[src/rtl/branch_ctrl.sv]
`default_nettype none
// ============================================================================
//  Module      : branch_ctrl
//  Description : Conditional-branch resolver. Accepts one branch request,
//                evaluates it against the condition flags (forwarding ALU
//                flags written in the resolve cycle), redirects the PC,
//                flushes the front end for FLUSH_CYCLES cycles and pulses a
//                one-hot flag clear on a taken conditional branch.
//                Optional taken/not-taken statistics counters are built when
//                the BRANCH_STATS_EN macro is defined.
//  Revision    : 1.0 - initial release
// ============================================================================
module branch_ctrl #(
    parameter int ADDR_W       = 8,
    parameter int FLUSH_CYCLES = 2,
    parameter int CLR_ON_TAKEN = 1
) (
    input  logic              clk,
    input  logic              rst,
    input  logic [3:0]        ccr_in,
    input  logic [3:0]        alu_flags,
    input  logic              alu_flag_en,
    input  logic              br_valid,
    output logic              br_ready,
    input  logic [2:0]        br_op,
    input  logic [ADDR_W-1:0] br_target,
    output logic              pc_load,
    output logic [ADDR_W-1:0] pc_target,
    output logic              flush,
    output logic [3:0]        flag_clr,
    output logic              op_err,
    output logic [15:0]       taken_cnt,
    output logic [15:0]       ntaken_cnt
);

    typedef enum logic [1:0] {
        S_IDLE    = 2'd0,
        S_RESOLVE = 2'd1,
        S_FLUSH   = 2'd2
    } state_t;

    state_t              r_state;
    state_t              w_state_nxt;
    logic [3:0]          r_flush_cnt;
    logic [3:0]          w_flush_cnt_nxt;
    logic [2:0]          r_op;
    logic [ADDR_W-1:0]   r_target;
    logic [3:0]          w_eff;
    logic                w_cond;
    logic                w_reserved;
    logic                w_taken;
    logic                w_not_taken;
    logic [3:0]          w_clr;
    logic                r_ready;
    logic                r_pc_load;
    logic [ADDR_W-1:0]   r_pc_target;
    logic                r_flush;
    logic [3:0]          r_flag_clr;
    logic                r_op_err;

    // Branch condition evaluation; forwarded ALU flags win in the resolve cycle
    always_comb begin
        w_eff      = alu_flag_en ? alu_flags : ccr_in;
        w_reserved = (r_op[2:1] == 2'b11);
        case (r_op)
            3'b000:  w_cond = w_eff[0];
            3'b001:  w_cond = w_eff[1];
            3'b010:  w_cond = w_eff[2];
            3'b011:  w_cond = w_eff[3];
            3'b100:  w_cond = 1'b1;
            3'b101:  w_cond = ~w_eff[0];
            default: w_cond = 1'b0;
        endcase
        w_taken     = (r_state == S_RESOLVE) && w_cond;
        w_not_taken = (r_state == S_RESOLVE) && !w_cond;
        // Only the four single-flag tests clear the flag they consumed
        w_clr = 4'b0000;
        if ((CLR_ON_TAKEN != 0) && w_taken && !r_op[2])
            w_clr = 4'b0001 << r_op[1:0];
    end

    // Next-state and flush-length counter
    always_comb begin
        w_state_nxt     = r_state;
        w_flush_cnt_nxt = r_flush_cnt;
        case (r_state)
            S_IDLE: begin
                if (br_valid)
                    w_state_nxt = S_RESOLVE;
            end
            S_RESOLVE: begin
                if (w_cond) begin
                    w_state_nxt     = S_FLUSH;
                    w_flush_cnt_nxt = 4'(FLUSH_CYCLES - 1);
                end else begin
                    w_state_nxt = S_IDLE;
                end
            end
            S_FLUSH: begin
                if (r_flush_cnt == 4'd0)
                    w_state_nxt = S_IDLE;
                else
                    w_flush_cnt_nxt = r_flush_cnt - 4'd1;
            end
            default: w_state_nxt = S_IDLE;
        endcase
    end

    // State register
    always_ff @(posedge clk or posedge rst) begin
        if (rst) begin
            r_state     <= S_IDLE;
            r_flush_cnt <= 4'd0;
        end else begin
            r_state     <= w_state_nxt;
            r_flush_cnt <= w_flush_cnt_nxt;
        end
    end

    // Request latch; only an accepted request (IDLE with valid) is captured
    always_ff @(posedge clk or posedge rst) begin
        if (rst) begin
            r_op     <= 3'b000;
            r_target <= '0;
        end else if ((r_state == S_IDLE) && br_valid) begin
            r_op     <= br_op;
            r_target <= br_target;
        end
    end

    // Registered outputs; pulses land one cycle after the resolve decision
    always_ff @(posedge clk or posedge rst) begin
        if (rst) begin
            r_ready     <= 1'b1;
            r_pc_load   <= 1'b0;
            r_pc_target <= '0;
            r_flush     <= 1'b0;
            r_flag_clr  <= 4'b0000;
            r_op_err    <= 1'b0;
        end else begin
            r_ready    <= (w_state_nxt == S_IDLE);
            r_flush    <= (w_state_nxt == S_FLUSH);
            r_pc_load  <= w_taken;
            r_flag_clr <= w_clr;
            r_op_err   <= w_not_taken && w_reserved;
            if (w_taken)
                r_pc_target <= r_target;
        end
    end

`ifdef BRANCH_STATS_EN
    logic [15:0] r_taken_cnt;
    logic [15:0] r_ntaken_cnt;

    // Saturating decision counters
    always_ff @(posedge clk or posedge rst) begin
        if (rst) begin
            r_taken_cnt  <= 16'h0000;
            r_ntaken_cnt <= 16'h0000;
        end else begin
            if (w_taken && (r_taken_cnt != 16'hFFFF))
                r_taken_cnt <= r_taken_cnt + 16'd1;
            if (w_not_taken && (r_ntaken_cnt != 16'hFFFF))
                r_ntaken_cnt <= r_ntaken_cnt + 16'd1;
        end
    end

    assign taken_cnt  = r_taken_cnt;
    assign ntaken_cnt = r_ntaken_cnt;
`else
    assign taken_cnt  = 16'h0000;
    assign ntaken_cnt = 16'h0000;
`endif

    assign br_ready  = r_ready;
    assign pc_load   = r_pc_load;
    assign pc_target = r_pc_target;
    assign flush     = r_flush;
    assign flag_clr  = r_flag_clr;
    assign op_err    = r_op_err;

endmodule
`default_nettype wire
[config.mk]
export PLATFORM = sky130hd
export DESIGN_NAME = branch_ctrl
export DESIGN_NICKNAME = d
export VERILOG_FILES = /design/src/rtl/branch_ctrl.sv
export SDC_FILE = /design/constraint.sdc
export NUM_CORES = 1
export LEC_CHECK = 0
export BUFFER_PORTS_ARGS = -buffer_cell sky130_fd_sc_hd__clkbuf_2
export CORE_MARGIN = 2
export CORE_UTILIZATION = 47
export CTS_CLUSTER_SIZE = 25
export DETAILED_ROUTE_END_ITERATION = 6
export PLACE_DENSITY = 0.79
export SYNTH_ARGS = -nofsm -noshare
export SYNTH_HDL_FRONTEND = slang
export SYNTH_SLANG_ARGS = --single-unit
export TNS_END_PERCENT = 5
[constraint.sdc]
create_clock -name clk -period 2.56 [get_ports clk]
set_input_delay 0.384 -clock clk [delete_from_list [all_inputs] [get_ports clk]]
set_output_delay 0.384 -clock clk [all_outputs]
set_load 0.005 [all_outputs]
Word-level counts from Yosys, hierarchy flattened
Cells that the tools add are included.

cells by class
  mux-type cells = 10
  equality and inequality tests = 11
  add/subtract/negate cells = 1
  reductions and logical operators = 13
  bitwise gates (word level) = 1
  shift operators = 1

operator list
  cell                                                 count
  2-to-1 mux 4 bit                                     4
  case mux 4 bit (2 select lines)                      1
  equality test 2 bit, second input constant           3
  equality test 3 x 2 -> 1 bit, second input constant  2
  equality test 3 bit, second input constant           2
  2-to-1 mux 2 bit                                     3
  case mux 1 bit (6 select lines)                      1
  case mux 2 bit (3 select lines)                      1
  logical AND 1 bit                                    5
  zero test 2 bit                                      2
  zero test 4 bit                                      1
  inequality test 2 bit, second input constant         2
  left shift 1 x 2 -> 4 bit, first input constant      1
  subtractor 4 x 1 -> 4 bit, second input constant     1
  equality test 3 x 1 -> 1 bit, second input constant  1
  zero test 3 bit                                      1
  AND reduction 3 bit                                  1
  equality test 2 x 1 -> 1 bit, second input constant  1
  zero test 1 bit                                      2
  nonzero test 2 bit                                   1
  inverter 1 bit                                       1

word-level totals
  register bits after elaboration = 33
  word-level logic and storage cells = 47
  input bits = 23

Longest topological paths before layout
Gate-level depths: netlist of run 1.

  depth after elaboration = 6
  gate-level depth with buffers = 6
  depth with buffers taken out = 6

Least setup slack after synthesis of run 1
Ideal clock, no wire load.

  kind = input to register
  start point = in alu_flag_en
  end point = reg r_pc_target[1] (netlist: pc_target[1])
  arrival = 1.906 ns
  stages = 6
  path buffers = 1
  required time = 2.435 ns
  setup slack = 0.529 ns
  cell sequence = mux4_2 and2_4 o31ai_4 inv_2 buf_6 mux2_4

between the ends
  cells in the longest elaborated chain, start to end = 4

ends and longest elaborated chain
  item                                 RTL line  source
  start, declared                      22        input logic alu_flag_en,
  2-to-1 mux 4 bit (*)                 63        w_eff = alu_flag_en ? alu_flags : ccr_in;
  inverter 1 bit                       71        3'b101: w_cond = ~w_eff[0];
  case mux 1 bit (6 select lines) (*)  65        case (r_op)
  logical AND 1 bit (*)                74        w_taken = (r_state == S_RESOLVE) && w_cond;
  net w_taken                          51        logic w_taken;
  end signal, assigned                 147       r_pc_target <= r_target;
  end, declared                        56        logic [ADDR_W-1:0] r_pc_target;

Mark *: on every way through the listed nets, which the timed path passes. The rest lies on a longest branch.
A chain may end at the register's enable or synchronous reset.

Worst setup path after layout of run 1
  start point = reg r_op[2]
  end point = reg r_pc_target[6] (netlist: pc_target[6])

between the ends
  cells in the longest elaborated chain, start to end = 3
  elaborated cells on any way between the ends = 8

ends and longest elaborated chain
  item                                               RTL line  source
  start, declared                                    46        logic [2:0] r_op;
  start signal, assigned                             126       r_op <= br_op;
  equality test 3 bit, or another cell as far along  65
  case mux 1 bit (6 select lines) (*)                65
  logical AND 1 bit (*)                              74

Every way passes the cells marked *; elsewhere a longest branch is shown, timed or not.

==> results of run 1 <==
[worst max-delay path by stage]
stage	to	depth (start not counted)	start	slack (ns)
6_report	pc_target[6]	5	r_op[2]	0.49
3_3_place_gp	pc_target[0]	6	alu_flag_en	0.45
5_1_grt	pc_target[6]	5	r_op[2]	0.38
4_1_cts	pc_target[6]	5	r_op[2]	0.47
3_5_place_dp	pc_target[0]	6	alu_flag_en	0.42
2_1_floorplan	pc_target[1]	6	alu_flag_en	0.53
[synthesized netlist by cell type (all sizes together) (2+ instances only)]
cell type,instances,area (µm²)
buf,33,251
mux2i,2,20.0
mux2,20,248
nor4,2,12.5
and2,2,15.0
inv,5,18.8
a21oi,3,15.0
nand2b,5,31.3
nor2,6,22.5
nand2,6,22.5
nor3b,2,15.0
dfrtp,32,801
[stage by stage]
| step | util (%) | total power [µW] | worst slack, ns | hold slack [ns] | instance area, µm² |
|---|---|---|---|---|---|
| 6_report | 55.9 | 1940 | 0.494 | 0.0941 | 1870 |
| 5_1_grt | 55.9 | 2090 | 0.382 | 0.106 | 1870 |
| 4_1_cts | 55.9 | 1970 | 0.473 | 0.0860 | 1870 |
| 3_5_place_dp | 53.4 | 1570 | 0.422 | 0.470 | 1780 |
| 3_3_place_gp | 53.4 | 1550 | 0.446 | 0.466 | 1780 |
| 2_1_floorplan | - | 1390 | 0.529 | 0.475 | 1760 |
[where the power goes]
group,leakage (µW),internal [µW],switching [µW]
combinational,0.000512,382,278
clock,0.0000414,207,185
sequential,0.000405,741,151
[logic make-up after synthesis]
kind of cell / synth area share [%]
buffers and inverters: 16.7
flip-flops: 50.3
AND/OR/NAND/NOR: 9.81
multiplexers: 17.6
AO/OA/AOI/OAI: 4.64
adder cells (fa/ha/maj): 0.760
other: 0.228
[flip-flops by register name, summed over array words and instances, names as in the netlist]
name / cells
r_op: 3
r_flush_cnt: 4
r_state: 2
flush: 1
flag_clr: 4
pc_load: 1
br_ready: 1
r_target: 8
pc_target: 8
op_err: 1
[worst min-delay path: cells and delay by family]
kind,cells,cell delay (ns)
buffers and inverters,3,0.48
[cell type report]
class                           count  area (µm²)  area share [%]
Timing Repair Buffer               41         213            11.4
Sequential cell                    33         827            44.3
Clock buffer                        5        37.5            2.01
Tap cell                           46        57.6            3.09
Clock inverter                      3        46.3            2.48
Inverter                            5        18.8            1.01
Multi-Input combinational cell     94         666            35.7
[routing by layer]
layer / global-route usage [%] / share of wire, % / up-vias
li1: - / - / 482
met1: 17.5 / 39 / 493
met2: 21.9 / 50 / 46
met3: 6.79 / 8.4 / 5
met4: 5.83 / 1.7 / 0
met5: 0 / 0 / -
==> impl_metrics.toml, run 1 <==
[pwr]
leakagePower_uw = 0.000958
ir_drop_uv = 724
powerDensity_nw_per_um2 = 1040

[detailed_routing]
first_pass_iters = 2
drt_drc_violations_left = 0
ant_nets = 0
postRouteWirelength_mm = 2.55
viasPerCell = 4.52
num_vias = 1026
wl_per_cell_um = 11.2
drt-initial-drc-count = 17

[die]
initial_core_util_pct = 49.3
core_um2 = 3340
ioPinCount = 71
die_area_um2 = 3990
die_w_um = 63.2
die_y_um = 63.2
rows = 21

[sta]
drv_slew = 0
skew_ns = 0.00509
setup_viol = 0
finalCriticalPeriod_ns = 2.07
max_freq_mhz = 484
min_period_over_period_pct = 80.7
final-hold-violation-count = 0
rsz0062_at_grt = "no"
final.setup.tns_ns = 0

[cts]
clk_pin_slew_ns = 0.11
cts.sinks = 33
cts_max_level = 2
cts_root_buffer = "clkbuf_4"
cts_tree = "done"
cts_buffers = 5
cts_hold_buf = 0
cts_setup_buffers = 0
clock_path_buffers = 2
clk_latency_ns = 0.33
ctsResizeCount = 0

[setup_path]
path_cells = "or3b_2 > o22ai_1 > o31ai_4 > inv_2 > mux2_2"
crit_type = "reg2reg"
rrSetupSlack_ns = 0.49
critPathBufInv = 1
slowest_stage = "or3b_2"
r2r_start = "r_op[2]"
worst_setup_path_end_kind = "flip-flop"
required_ns = 2.79
cp-start-kind = "flip-flop"
critPathTopFamily = "simple AND/OR/NAND/NOR gates"
cp.arrival_ns = 2.30
r2r_cells = 5
reg2reg_to = "pc_target[6]"
crit_path_max_fanout = 11
max_stage_delay_ns = 0.51

[global_route]
first_global_vias = 942
grt_usage_pct = 14.4
grt_pass1_wl_mm = 4.30
overflow = 0
antenna_found_initial = 0
grt_max_degree = 34

[cells_and_area]
fin_cells = 227
nets = 204
final_cell_mix = "clkbuf_2, conb_1, dfrtp_1"
diodes = 0
fillers = 305
layout_commonest_cell = "clkbuf_2"
drive_gt1_share_pct = 42.5
syn_to_final_growth_pct = 13.4

[yosys]
synth.yosys.seq_area_share_pct = 50.3
syn_inst = 135
synth-seq-cells = 33
async_reset_ff_share_pct = 100
yosys_warnings = 0
netlist_area_um2 = 1650
avgSynthCellArea_um2 = 12.2
synth_top_flop_cell = "dfrtp_1"
synth.distinct_cells = 33
synth_edf_count = 0

[run]
drv_cap = 0

[hold_path]
hold_class = "in2async"

[status]
status = "complete, no violations"

[placement]
place_hpwl_mm = 1.92
gp_congestion = 0.708
dpl.cell_count = 219
portBuffers = 38
(Power assumes the default switching activity.)
==> run 2, diff against run 1 <==
- clock period: 2.56 -> 2.1 ns (I/O delays scaled with it)
==> run 2 against run 1 <==
- setup slack got worse by 0.38 ns
- clock skew rose by 0.0032 ns
- die area did not move
- final area rose by 1.8%
- non-clock buffer count rose by 4
- register-to-register slack got worse by 0.38 ns
- largest cell class unchanged
==> impl_metrics.toml, run 2 (synthesis gave the netlist of run 1 again) <==
[cts]
cts_root_buffer = "clkbuf_4"
clk_pin_slew_ns = 0.10
clk_latency_ns = 0.31
cts_tree = "done"
cts.sinks = 33
clock_path_buffers = 2
cts_buffers = 5
cts_max_level = 2

[pwr]
p_seq_share_pct = 43.6
powerDensity_nw_per_um2 = 1280
ir_drop_uv = 626
clockPowerShare_pct = 19.8
pwr-share-comb_pct = 36.6
leakagePower_uw = 0.000981
p_int_uw = 1690
p_sw_uw = 731
p_sw_share_pct = 30.2

[sta]
max_freq_mhz = 503
skew_ns = 0.00824
setup_viol = 0
final-hold-violation-count = 0
final.setup.tns_ns = 0
rsz0062_at_grt = "no"
finalCriticalPeriod_ns = 1.99
drv_slew = 0
min_period_over_period_pct = 94.6

[setup_path]
required_ns = 2.31
r2r_cells = 6
cp-start-kind = "flip-flop"
rrSetupSlack_ns = 0.11
cp.arrival_ns = 2.19
crit_path_max_fanout = 8
reg2reg_to = "pc_target[0]"
crit_type = "reg2reg"
r2r_start = "r_op[0]"
worst_setup_path_end_kind = "flip-flop"

[detailed_routing]
first_pass_iters = 4
ant_nets = 0
drt_drc_violations_left = 0
wl_per_cell_um = 11.0
num_vias = 1024
viasPerCell = 4.43
drt-initial-drc-count = 17
postRouteWirelength_mm = 2.53

[global_route]
grt_usage_pct = 13.5
grt_pass1_wl_mm = 4.20
overflow = 0
first_global_vias = 941
antenna_found_initial = 0
grt_max_degree = 34

[cells_and_area]
layout_commonest_cell = "clkbuf_2"
fillers = 297
final_cell_mix = "clkbuf_2, conb_1, dfrtp_1"
syn_to_final_growth_pct = 15.4
fin_util_pct = 56.9
diodes = 0
nets = 208
drive_gt1_share_pct = 43.2

[die]
die_area_um2 = 3990
rows = 21
ioPinCount = 71
die_y_um = 63.2
die_w_um = 63.2
core_um2 = 3340
initial_core_util_pct = 49.3

[status]
status = "complete, no violations"

[hold_path]
hold_class = "in2async"

[placement]
place_hpwl_mm = 1.96
portBuffers = 38
gp_congestion = 0.781

[run]
drv_cap = 0
-- run 2: changes by cell type in the layout (fill, tap and decap cells not counted), sizes merged --
cell	before	now
buf	3	7
clkinvlp	1	0
clkinv	1	0
clkbuf	43	45
-- run 2: timing repair --
item	in CTS	in global routing
hold buffers	0	0
resized for setup	0	1
buffers inserted	0	0
endpoints found under the setup margin	0	1
-- run 2: layout make-up --
type / count / area [µm²] / share of cell area (%)
tap: 46 / 57.6 / 3.03
sequential: 33 / 827 / 43.5
clock buffer: 7 / 55.1 / 2.90
timing repair buffer: 45 / 243 / 12.8
multi-input combinational: 94 / 666 / 35.0
clock inverter: 1 / 30.0 / 1.58
inverter: 5 / 21.3 / 1.12
-- run 2: stage by stage --
stage	power, µW	hold WS [ns]	instance area, µm²	instances	setup WS [ns]
finish	2420	0.0362	1900	231	0.113
detailed placement	1960	0.399	1810	223	0.0615
global route	2600	0.0692	1900	231	0.0415
global placement	1930	0.400	1810	223	0.0916
floorplan	1700	0.443	1760	166	0.138
CTS	2450	0.0510	1900	231	0.0809
-- run 2: worst max path at each step --
| stage | startpoint | endpoint | slack [ns] | depth (start not counted) |
|---|---|---|---|---|
| final | r_op[0] | pc_target[0] | 0.11 | 6 |
| after global routing | r_op[0] | pc_target[0] | 0.04 | 6 |
| after CTS | r_op[0] | pc_target[6] | 0.08 | 5 |
| after detailed placement | alu_flag_en | pc_target[0] | 0.06 | 6 |
| after global placement | alu_flag_en | pc_target[0] | 0.09 | 6 |
| after floorplan | alu_flag_en | pc_target[1] | 0.14 | 6 |
-- run 2: metal layers --
layer / vias to the layer above / part of all wire, % / track usage, %
li1: 489 / - / -
met1: 490 / 47 / 17.7
met2: 43 / 47 / 21.8
met3: 2 / 5.9 / 4.11
met4: 0 / 0.51 / 3.33
met5: - / 0 / 0
-- run 2: worst max-delay path, cell delays in order (launching register included) --
cell and delay, ns:
dfrtp_1 0.43, buf_4 0.16, mux4_2 0.27, and2_4 0.18
o31ai_4 0.29, buf_4 0.21, mux2_2 0.33
-- run 2: power groups by stage --
stage	logic, µW	registers [µW]	clock network [µW]
after floorplan	633	1060	0
after global placement	869	1060	0
after detailed placement	893	1070	0
after CTS	892	1060	495
after global routing	985	1090	526
final	888	1060	480
